### config.mk
export PLATFORM = sky130hd
export DESIGN_NAME = ts_pkt_gen
export DESIGN_NICKNAME = d
export VERILOG_FILES = /design/src/rtl/ts_pkg.sv /design/src/rtl/ts_byte_map.sv /design/src/rtl/ts_pkt_gen.sv
export SDC_FILE = /design/constraint.sdc
export NUM_CORES = 1
export LEC_CHECK = 0
export CAP_MARGIN = 15
export CORE_ASPECT_RATIO = 1.5
export CORE_MARGIN = 10
export CORE_UTILIZATION = 59
export CTS_CLUSTER_SIZE = 16
export DETAILED_ROUTE_END_ITERATION = 16
export DONT_BUFFER_PORTS = 1
export GPL_TIMING_DRIVEN = 0
export HOLD_SLACK_MARGIN = 0.08
export MAX_ROUTING_LAYER = met4
export PLACE_DENSITY = 0.75
export SKIP_CTS_REPAIR_TIMING = 1
export SLEW_MARGIN = 15
export SYNTH_ARGS = -nofsm -noshare
export SYNTH_HDL_FRONTEND = slang
export SYNTH_SLANG_ARGS = --single-unit
export TNS_END_PERCENT = 1
### constraint.sdc
create_clock -name clk -period 2.8 [get_ports clk]
set_clock_uncertainty 0.05 [all_clocks]
set_input_delay 0.56 -clock clk [delete_from_list [all_inputs] [get_ports clk]]
set_output_delay 0.56 -clock clk [all_outputs]
set_load 0.05 [all_outputs]
### src/rtl/ts_pkg.sv
`default_nettype none
// ----------------------------------------------------------------------------
// ts_pkg : shared constants, encodings and byte-map helper for the TS generator
// Rev 1.0
// ----------------------------------------------------------------------------
package ts_pkg;

  localparam logic [7:0]  TS_SYNC_BYTE       = 8'h47;
  localparam logic [12:0] TS_NULL_PID        = 13'h1FFF;
  localparam int          TS_PKT_LEN_DEFAULT = 188;
  localparam int          TS_HDR_LEN         = 4;

  localparam logic [1:0] AFC_RESERVED      = 2'b00;
  localparam logic [1:0] AFC_PAYLOAD_ONLY  = 2'b01;
  localparam logic [1:0] AFC_ADAPT_ONLY    = 2'b10;
  localparam logic [1:0] AFC_ADAPT_PAYLOAD = 2'b11;

  localparam logic [7:0] TS_NULL_FILL = 8'hFF;

  typedef enum logic [1:0] {
    ST_IDLE = 2'd0,
    ST_SEND = 2'd1,
    ST_GAP  = 2'd2
  } ts_state_e;

  // Header byte 1: TEI=0, PUSI=1, priority=0, then the PID high bits.
  function automatic logic [7:0] ts_hdr_b1(input logic [12:0] pid);
    return {1'b0, 1'b1, 1'b0, pid[12:8]};
  endfunction

  // Header byte 3: scrambling=00, adaptation control, continuity counter.
  function automatic logic [7:0] ts_hdr_b3(input logic [3:0] cc);
    return {2'b00, AFC_PAYLOAD_ONLY, cc};
  endfunction

endpackage
`default_nettype wire

### src/rtl/ts_byte_map.sv
`default_nettype none
// ----------------------------------------------------------------------------
// ts_byte_map : combinational map from packet byte index to TS byte value
// Rev 1.0
// ----------------------------------------------------------------------------
module ts_byte_map
  import ts_pkg::*;
(
  input  logic [15:0] byte_idx_i,
  input  logic [12:0] pid_i,
  input  logic [3:0]  cc_i,
  input  logic        null_i,
  output logic [7:0]  byte_o
);

  logic [12:0] eff_pid;
  logic [3:0]  eff_cc;
  logic [7:0]  pay_byte;

  // Null packets force the reserved PID and a zero continuity field.
  assign eff_pid  = null_i ? TS_NULL_PID : pid_i;
  assign eff_cc   = null_i ? 4'h0 : cc_i;
  assign pay_byte = byte_idx_i[7:0] - 8'(TS_HDR_LEN);

  always_comb begin
    byte_o = 8'h00;
    case (byte_idx_i)
      16'd0:   byte_o = TS_SYNC_BYTE;
      16'd1:   byte_o = ts_hdr_b1(eff_pid);
      16'd2:   byte_o = eff_pid[7:0];
      16'd3:   byte_o = ts_hdr_b3(eff_cc);
      default: byte_o = null_i ? TS_NULL_FILL : pay_byte;
    endcase
  end

endmodule
`default_nettype wire

### src/rtl/ts_pkt_gen.sv
`default_nettype none
// ----------------------------------------------------------------------------
// ts_pkt_gen : MPEG-TS packet generator on a parallel TS interface
// Rev 1.0
// ----------------------------------------------------------------------------
module ts_pkt_gen
  import ts_pkg::*;
#(
  parameter int DATA_W     = 8,
  parameter int PACKET_LEN = TS_PKT_LEN_DEFAULT,
  parameter int GAP_CYCLES = 0
) (
  input  logic              clk,
  input  logic              rst,
  input  logic              en,
  input  logic [12:0]       pid,
  input  logic              null_pkt,
  output logic              ts_par_clk,
  output logic [DATA_W-1:0] ts_par_data,
  output logic              ts_par_sync,
  output logic              ts_par_valid,
  output logic [31:0]       pkt_cnt
);

  localparam int BPW = (DATA_W >= 8) ? DATA_W / 8 : 1;
  localparam int WPP = PACKET_LEN / BPW;
  localparam int WCW = (WPP > 1) ? $clog2(WPP) : 1;
  localparam int GCW = (GAP_CYCLES > 1) ? $clog2(GAP_CYCLES) : 1;

  localparam logic [WCW-1:0] LAST_WORD = WCW'(WPP - 1);
  localparam logic [GCW-1:0] LAST_GAP  = GCW'((GAP_CYCLES > 0) ? GAP_CYCLES - 1 : 0);

  if (!(DATA_W == 8 || DATA_W == 16 || DATA_W == 32)) begin : g_bad_data_w
    $error("ts_pkt_gen: DATA_W must be 8, 16 or 32");
  end
  if ((PACKET_LEN % BPW) != 0) begin : g_bad_pkt_len
    $error("ts_pkt_gen: PACKET_LEN must be a multiple of DATA_W/8");
  end
  if (PACKET_LEN < 5) begin : g_short_pkt
    $error("ts_pkt_gen: PACKET_LEN must be at least 5");
  end

  ts_state_e         state_q;
  logic [WCW-1:0]    word_q;
  logic [GCW-1:0]    gap_q;
  logic [3:0]        cc_q;
  logic [12:0]       pid_q;
  logic              null_q;
  logic [DATA_W-1:0] data_q;
  logic              sync_q;
  logic              valid_q;
  logic [31:0]       pkt_cnt_q;

  logic              first_word;
  logic              last_word;
  logic [12:0]       cur_pid;
  logic              cur_null;
  logic [DATA_W-1:0] word_data;

  assign first_word = (word_q == '0);
  assign last_word  = (word_q == LAST_WORD);

  // On the first word the live inputs are what gets captured, so use them directly.
  assign cur_pid  = first_word ? pid : pid_q;
  assign cur_null = first_word ? null_pkt : null_q;

  for (genvar j = 0; j < BPW; j++) begin : g_byte
    logic [15:0] byte_idx;
    assign byte_idx = 16'(word_q) * 16'(BPW) + 16'(j);

    ts_byte_map u_map (
      .byte_idx_i (byte_idx),
      .pid_i      (cur_pid),
      .cc_i       (cc_q),
      .null_i     (cur_null),
      .byte_o     (word_data[DATA_W-1-8*j -: 8])
    );
  end

  always_ff @(posedge clk) begin
    if (rst) begin
      state_q   <= ST_IDLE;
      word_q    <= '0;
      gap_q     <= '0;
      cc_q      <= 4'h0;
      pid_q     <= 13'h0;
      null_q    <= 1'b0;
      data_q    <= '0;
      sync_q    <= 1'b0;
      valid_q   <= 1'b0;
      pkt_cnt_q <= 32'h0;
    end else begin
      sync_q  <= 1'b0;
      valid_q <= 1'b0;
      case (state_q)
        ST_IDLE: begin
          if (en) begin
            state_q <= ST_SEND;
            word_q  <= '0;
          end
        end

        ST_SEND: begin
          if (en) begin
            data_q  <= word_data;
            valid_q <= 1'b1;
            sync_q  <= first_word;
            if (first_word) begin
              pid_q  <= pid;
              null_q <= null_pkt;
            end
            if (last_word) begin
              word_q    <= '0;
              pkt_cnt_q <= pkt_cnt_q + 32'd1;
              if (!cur_null) begin
                cc_q <= cc_q + 4'd1;
              end
              // Without a gap the FSM stays in SEND and the next packet follows at once.
              if (GAP_CYCLES > 0) begin
                state_q <= ST_GAP;
                gap_q   <= '0;
              end
            end else begin
              word_q <= word_q + 1'b1;
            end
          end
        end

        ST_GAP: begin
          if (gap_q == LAST_GAP) begin
            state_q <= en ? ST_SEND : ST_IDLE;
          end else begin
            gap_q <= gap_q + 1'b1;
          end
        end

        default: state_q <= ST_IDLE;
      endcase
    end
  end

  assign ts_par_clk   = clk;
  assign ts_par_data  = data_q;
  assign ts_par_sync  = sync_q;
  assign ts_par_valid = valid_q;
  assign pkt_cnt      = pkt_cnt_q;

endmodule
`default_nettype wire

==> results of run 1 <==
metrics by stage:
stage / instance area (um2) / TNS [ps] / cells / power [uW] / worst slack, ps
2_1_floorplan: 3760 / 0 / 471 / 1210 / 373
3_3_place_gp: 3850 / 0 / 545 / 1240 / 82.4
3_5_place_dp: 3850 / 0 / 545 / 1240 / 76.1
4_1_cts: 4090 / 0 / 564 / 2170 / 74.6
5_1_grt: 4110 / -43.3 / 564 / 2230 / -39.9
6_report: 4110 / 0 / 564 / 2160 / 115
cells by family after synthesis:
family | count (synthesis) | share of synthesized area
buf+inv | 45 | 0.0469
xor+xnor | 7 | 0.0163
compound gates | 130 | 0.227
flops | 69 | 0.367
simple gates | 203 | 0.288
fa+ha+maj | 10 | 0.0333
mux | 7 | 0.0206
final cells by class:
cell class | instances | area (um2) | share of cell area
clock inverters | 6 | 61.3 | 0.0149
well taps | 74 | 92.6 | 0.0226
flip-flops and latches | 69 | 1390 | 0.338
plain buffers | 34 | 135 | 0.0329
inverters | 11 | 41.3 | 0.0101
clock buffers | 13 | 179 | 0.0436
multi-input cells | 357 | 2210 | 0.538
where the power goes:
part	internal, uW	leakage [uW]	switching (uW)
clock network	543	0.000129	470
registers	998	0.000561	34.5
logic	35.1	0.000654	78.0
total	1580	0.00134	583
Yosys cell counts, types with 10 or more instances:
library cell / count
nand2_1: 56
dfxtp_1: 69
nand4_1: 14
nor2_1: 34
a21oi_1: 44
o21ai_0: 20
nor4_1: 10
nand3_1: 19
or4_1: 22
ha_1: 10
o31ai_1: 18
inv_1: 11
clkbuf_1: 26
worst min path at each step:
stage                           start                     end  slack (ps)
6_report                      pid[11]  pid_q[11]$_SDFFE_PP0P_         170
5_1_grt                        pid[6]   pid_q[6]$_SDFFE_PP0P_         170
4_1_cts                        pid[3]   pid_q[3]$_SDFFE_PP0P_         170
3_5_place_dp    pid_q[1]$_SDFFE_PP0P_   pid_q[1]$_SDFFE_PP0P_         400
3_3_place_gp   pid_q[10]$_SDFFE_PP0P_  pid_q[10]$_SDFFE_PP0P_         390
2_1_floorplan   pid_q[0]$_SDFFE_PP0P_   pid_q[0]$_SDFFE_PP0P_         390
flip-flops by register name, indices dropped and copies added, names as in the netlist:
name,flops
null_q,1
pid_q,13
ts_par_sync,1
pkt_cnt,32
state_q,1
cc_q,4
ts_par_data,8
ts_par_valid,1
word_q,8
routing by layer:
metal / vias to the layer above / wire, um
met5: - / 0
met4: 0 / 289
met1: 1813 / 4010
met3: 29 / 750
li1: 1796 / -
met2: 114 / 5810
==> results.tsv, run 1 <==
metric	value	unit
met3_usage	0.0741	
dr.pass1.iters	6	
synth.area.top_cells	dfxtp_1 (37%), a21oi_1 (5.9%), nand2_1 (5.6%), or4_1 (4.4%), o31ai_1 (3.6%)	
rsz0062_at_grt	yes	
cp-end-kind	flop	
powerDensity	526	mW/mm2
slew_headroom	0.508	
worst-path-buf-inv	1	
grt_use_met2	0.377	
mostFrequentLayoutCells	dfxtp_1 (64), nand2_1 (56), a21oi_1 (44)	
period_share	0.959	
place_congestion	0.954	
grt_busiest_layer	met2	
netlist_area	0.00376	mm2
hold_viol	0	
ir_worst_vdd	619	uV
fin_nets	512	
antenna_found_initial	0	
hp-class	in -> reg	
synth_nets	498	
grt_pass1_wl	17.6	mm
drive_gt1_frac	0.0796	
ys_async_sr_fraction	0	
syn_to_final_growth	9.18	%
utilization	0.665	
ioPinCount	60	
crit_path_top_delay_cell	dfxtp_1	
synth_cell_types	53	
critPathCapture	pkt_cnt[27]$_SDFFE_PP0P_	
path_max_fanout	6	
p_leak	0.00134	uW
r2r-end	pkt_cnt[27]$_SDFFE_PP0P_	
mostFrequentLayoutCell	dfxtp_1	
r2r_slack	120	ps
avgSynthCellArea	7.98	um2
fmax	372	MHz
vias	3752	
via_per_inst	6.65	
fill_cells	554	
grt_max_degree	13	
die_area	0.0100	mm2
grt_pass1_vias	3585	
drtAntennaViolNets	0	
crit_required	3110	ps
max-cap-violations	0	
diodes	0	
synth_top_area_share	0.367	
die_h	118	um
timing.rr.start	pkt_cnt[14]$_SDFFE_PP0P_	
path_depth	5	
clock_latency	470	ps
wl_per_cell	19.2	um
drt_iter0_drc	186	
initial_core_util	0.609	
holdPathStages	2	
crit_type	reg -> reg	
cts_tree	yes	
critical_path.startpoint_type	flop	
drv_slew	0	
r2r_cells	5	
grtUsageMet1	0.210	
period_minus_slack	2680	ps
synth_edf_count	0	
ys.flop_type	dfxtp_1	
crit_family	simple AND/OR/NAND/NOR gates	
synth_area_leader_cell	dfxtp_1	
hpwl	8.14	mm
whs	170	ps
setup_viol	0	
core.rowCount	35	
crit_chain	nand4_1 -> or4_1 -> clkbuf_1 -> nor4_1 -> mux2_2	
crit_start	pkt_cnt[14]$_SDFFE_PP0P_	
drc_errors	0	
clk_pin_slew	80	ps
yosysSeqAreaShare	0.367	
grt_overflow_total	0	
ys_ff_latch	69	
grt_usage	0.220	
cpPeakStageDelay	720	ps
numPortBuffers	0	
critPathArrivalTime	2990	ps
yosysWarnings	0	
synthCells	471	
tightest_slew	731	ps
outcome	finished, final reports clean	
die_width	85.2	um
coreArea	0.00617	mm2
routed_wl	10.9	mm
(Power assumes the default switching activity.)
==> run 2: changes to the inputs <==
--- a/config.mk
+++ b/config.mk
@@ -16,6 +16,7 @@
 export HOLD_SLACK_MARGIN = 0.08
 export MAX_ROUTING_LAYER = met4
 export PLACE_DENSITY = 0.75
+export REMOVE_ABC_BUFFERS = 1
 export SKIP_CTS_REPAIR_TIMING = 1
 export SLEW_MARGIN = 15
 export SYNTH_ARGS = -nofsm -noshare
==> run 2 against run 1 <==
  * Worst setup slack worse by 31 ps
  * Sequential power is essentially flat
  * Register-to-register slack worse by 30 ps
  * Routed wire length fell by 7.5%
  * Sequential share of layout area is 1.3 points higher
==> results.tsv, run 2 (same netlist as run 1, synthesis figures left out) <==
metric	value	unit
setup_viol	0	
pre_cts_slack	-36.8	ps
p_total	1980	uW
cts_max_level	3	
drc_errors	0	
syn_to_final_growth	4.99	%
grt_pass1_wl	16.7	mm
powerDensity	500	mW/mm2
core.rowCount	35	
clock_latency	350	ps
critical_path.startpoint_type	flop	
vias	3552	
die_width	85.2	um
coreArea	0.00617	mm2
outcome	finished, final reports clean	
drv_slew	0	
max-cap-violations	0	
fin_ws	84.1	ps
clockRootBuffer	clkbuf_8	
crit_required	3000	ps
cp-end-kind	flop	
rsz0062_at_grt	no	
grt_usage	0.201	
grt_overflow_total	0	
routed_wl	10.0	mm
dr.pass1.iters	5	
utilization	0.639	
worst-path-buf-inv	0	
antenna_found_initial	0	
tightest_slew	830	ps
largest_register_ffs	32	
p_leak	0.00128	uW
drtAntennaViolNets	0	
crit_path_top_delay_cell	or4_1	
drt_iter0_drc	199	
ir_worst_vdd	394	uV
period_share	0.970	
clk_pin_slew	80	ps
r2r_slack	80	ps
mostFrequentLayoutCells	dfxtp_1 (67), nand2_1 (56), a21oi_1 (44)	
die_h	118	um
slew_headroom	0.444	
numPortBuffers	0	
clockBufferDepth	2	
cpPeakStageDelay	750	ps
hp-class	in -> reg	
finalSetupTns	0	ps
place_inst	512	
grt_pass1_vias	3333	
mostFrequentLayoutCell	dfxtp_1	
grt_max_degree	76	
initial_core_util	0.609	
drive_gt1_frac	0.0705	
diodes	0	
fmax	368	MHz
hpwl	7.02	mm
die_area	0.0100	mm2
crit_family	simple AND/OR/NAND/NOR gates	
path_max_fanout	6	
final_cells	528	
period_minus_slack	2720	ps
wl_per_cell	19.0	um
crit_chain	nand4_1 -> or4_1 -> nor4_1 -> mux2_2	
cts.sinks	69	
cts_buffers	9	
ioPinCount	60	
fin_nets	476	
hold_viol	0	
via_per_inst	6.73	
critPathArrivalTime	2910	ps
crit_type	reg -> reg	
cts_tree	yes	
place_congestion	0.908	
[run 2: worst paths after layout]
| check | from | to | cells past startpoint |
|---|---|---|---|
| worst max-delay path | pkt_cnt[14]$_SDFFE_PP0P_ | pkt_cnt[31]$_SDFFE_PP0P_ | 4 |
| worst min-delay path | rst | pid_q[7]$_SDFFE_PP0P_ | 1 |
| worst max register to register | pkt_cnt[14]$_SDFFE_PP0P_ | pkt_cnt[31]$_SDFFE_PP0P_ | 4 |
| worst min register to register | pid_q[1]$_SDFFE_PP0P_ | pid_q[1]$_SDFFE_PP0P_ | 2 |
[run 2: area by class of cell]
class                   instances  area [um2]
fillers                       552        2230
multi-input cells             357        2220
flip-flops and latches         69        1380
clock buffers                  11         151
well taps                      74        92.6
clock inverters                 5        57.6
inverters                      11        41.3
repair buffers                  1        5.00
[run 2: through the flow]
step | hold WS [ps] | cell area (um2)
2_1_floorplan | 380 | 3620
3_3_place_gp | 386 | 3720
3_5_place_dp | 391 | 3730
4_1_cts | 216 | 3940
5_1_grt | 221 | 3950
6_report | 231 | 3950
[run 2: routing by layer]
layer  share of wire  global-route usage  vias to the layer above
met5               0                   -                        -
met4           0.023              0.0930                        0
met3           0.084              0.0568                       18
met2            0.51               0.331                      125
met1            0.38               0.216                     1678
li1                -                   -                     1731
[run 2: power by group]
group / internal (uW) / total, uW / switching [uW]
clock: 462 / 857 / 396
combinational: 31.3 / 82.3 / 51.0
sequential: 997 / 1040 / 38.1
total: 1490 / 1980 / 485
==> run 3: changes to the inputs <==
--- a/config.mk
+++ b/config.mk
@@ -5,6 +5,7 @@
 export SDC_FILE = /design/constraint.sdc
 export NUM_CORES = 1
 export LEC_CHECK = 0
+export ABC_AREA = 1
 export CAP_MARGIN = 15
 export CORE_ASPECT_RATIO = 1.5
 export CORE_MARGIN = 10
==> run 3 against run 2 <==
  * Worst setup slack gained 140 ps
  * Hold slack lost 17 ps
  * Synthesized area grew 10%
  * Fmax increased by 5.3%
  * Combinational power up 92%
  * Non-clock buffer count shrank 1
  * Total power is 3.8% higher
  * Core utilization is 0.40 points lower
  * Routed wire length increased by 9.5%
  * Die area up 8.0%
  * Critical endpoint is now ts_par_data[3]$_SDFFE_PP0P_
  * Largest cell class unchanged
  * Largest power group unchanged
==> results.tsv, run 3 <==
metric	value	unit
drive_gt1_frac	0.0521	
crit_family	simple AND/OR/NAND/NOR gates	
fmax	388	MHz
cts_max_level	3	
avgSynthCellArea	6.27	um2
mostFrequentLayoutCells	nand2_1 (214), inv_1 (89), dfxtp_1 (69)	
clockRootBuffer	clkbuf_8	
yosysSeqAreaShare	0.334	
via_per_inst	5.66	
yosysMostFrequentCell	nand2_1	
path_depth	11	
hp-class	in -> reg	
routed_wl	11.0	mm
holdPathStages	1	
synth.area.top_cells	dfxtp_1 (33%), nand2_1 (19%), inv_1 (8.1%), a21oi_1 (5.4%), nor2_1 (4.8%)	
antenna_found_initial	0	
place_congestion	0.897	
period_share	0.921	
grt_pass1_vias	4003	
p_total	2050	uW
die_h	123	um
drtAntennaViolNets	0	
die_area	0.0108	mm2
synthCells	660	
crit_type	reg -> reg	
ys.flop_type	dfxtp_1	
crit_chain	inv_1 -> ha_1 -> nand2_1 -> inv_1 -> nand3_4 -> nand2_1 -> nand2_2 -> a21oi_1 -> nand3_1 -> nand2_1 -> a21oi_1	
diodes	0	
wl_per_cell	15.1	um
path_max_fanout	20	
syn_to_final_growth	5.14	%
slew_headroom	0.325	
powerDensity	471	mW/mm2
max-cap-violations	0	
crit_required	3000	ps
ioPinCount	60	
p_leak	0.00179	uW
hold_viol	0	
netlist_area	0.00414	mm2
drc_errors	0	
cts.sinks	69	
die_width	88.4	um
synth_area_leader_cell	dfxtp_1	
r2r_cells	11	
initial_core_util	0.604	
cp-end-kind	flop	
critical_path.startpoint_type	flop	
vias	4134	
ys_async_sr_fraction	0	
synth_top_area_share	0.334	
crit_path_top_delay_cell	dfxtp_1	
cts_tree	yes	
yosysWarnings	0	
largest_register_ffs	32	
grt_max_degree	47	
clockBufferDepth	2	
cpPeakStageDelay	350	ps
hpwl	7.98	mm
worst-path-buf-inv	2	
grt_usage	0.215	
ir_worst_vdd	298	uV
tightest_slew	1010	ps
synth_cell_types	34	
pre_cts_slack	-90.2	ps
fin_ws	220	ps
numPortBuffers	0	
core.rowCount	37	
ys_ff_latch	69	
cts_buffers	9	
clock_latency	360	ps
critPathArrivalTime	2780	ps
dr.pass1.iters	4	
setup_viol	0	
clk_pin_slew	70	ps
synth_common_cells	nand2_1 (215), inv_1 (89), dfxtp_1 (69)	
period_minus_slack	2580	ps
crit_top_cell	nand2_1	
fin_nets	676	
outcome	finished, final reports clean	
grt_pass1_wl	17.9	mm
coreArea	0.00685	mm2
whs	214	ps
grt_overflow_total	0	
fill_cells	636	
mostFrequentLayoutCell	nand2_1	
drt_iter0_drc	197	
drv_slew	0	
synth_edf_count	0	
utilization	0.635	
rsz0062_at_grt	yes	
[run 3: layer usage]
layer / wire [um] / up-vias / GRT usage
met2: 5740 / 134 / 0.374
li1: - / 2089 / -
met3: 844 / 31 / 0.0716
met4: 399 / 0 / 0.117
met1: 4010 / 1880 / 0.202
met5: 0 / - / -
[run 3: area by class of cell]
| type | count | area (um2) | share of cell area |
|---|---|---|---|
| multi-input cells | 475 | 2320 | 0.533 |
| flip-flops and latches | 69 | 1380 | 0.317 |
| inverters | 94 | 357 | 0.0819 |
| clock buffers | 13 | 169 | 0.0388 |
| well taps | 78 | 97.6 | 0.0224 |
| clock inverters | 1 | 30.0 | 0.00690 |
[run 3: cells by family (layout without fill, tap and decap cells)]
kind of cell / after synthesis / in the layout / synth area share
xor+xnor: 12 / 12 / 0.0254
simple gates: 350 / 351 / 0.363
fa+ha+maj: 10 / 10 / 0.0302
buf+inv: 117 / 108 / 0.110
compound gates: 102 / 102 / 0.138
flops: 69 / 69 / 0.334
[run 3: power by group]
| part | switching, uW | total, uW | leakage [uW] | internal, uW |
|---|---|---|---|---|
| sequential | 40.5 | 1040 | 0.000559 | 1000 |
| combinational | 110 | 158 | 0.00112 | 48.4 |
| clock | 372 | 847 | 0.000102 | 475 |
| total | 522 | 2050 | 0.00179 | 1530 |
[run 3: per-stage QoR]
step | instance area (um2) | cells | setup TNS [ps]
after floorplan | 4040 | 637 | 0
after global placement | 4130 | 715 | -25.6
after detailed placement | 4130 | 715 | -200
after CTS | 4330 | 729 | -159
after global routing | 4350 | 730 | -26.0
final | 4350 | 730 | 0
[run 3: final timing paths]
path,start,end,slack (ps)
worst max-delay path,word_q[2]$_SDFFE_PP0P_,ts_par_data[3]$_SDFFE_PP0P_,220
worst max register to register,word_q[2]$_SDFFE_PP0P_,ts_par_data[3]$_SDFFE_PP0P_,220
worst min-delay path,rst,ts_par_data[0]$_SDFFE_PP0P_,210
worst min register to register,state_q[0]$_SDFFE_PP0P_,state_q[0]$_SDFFE_PP0P_,420
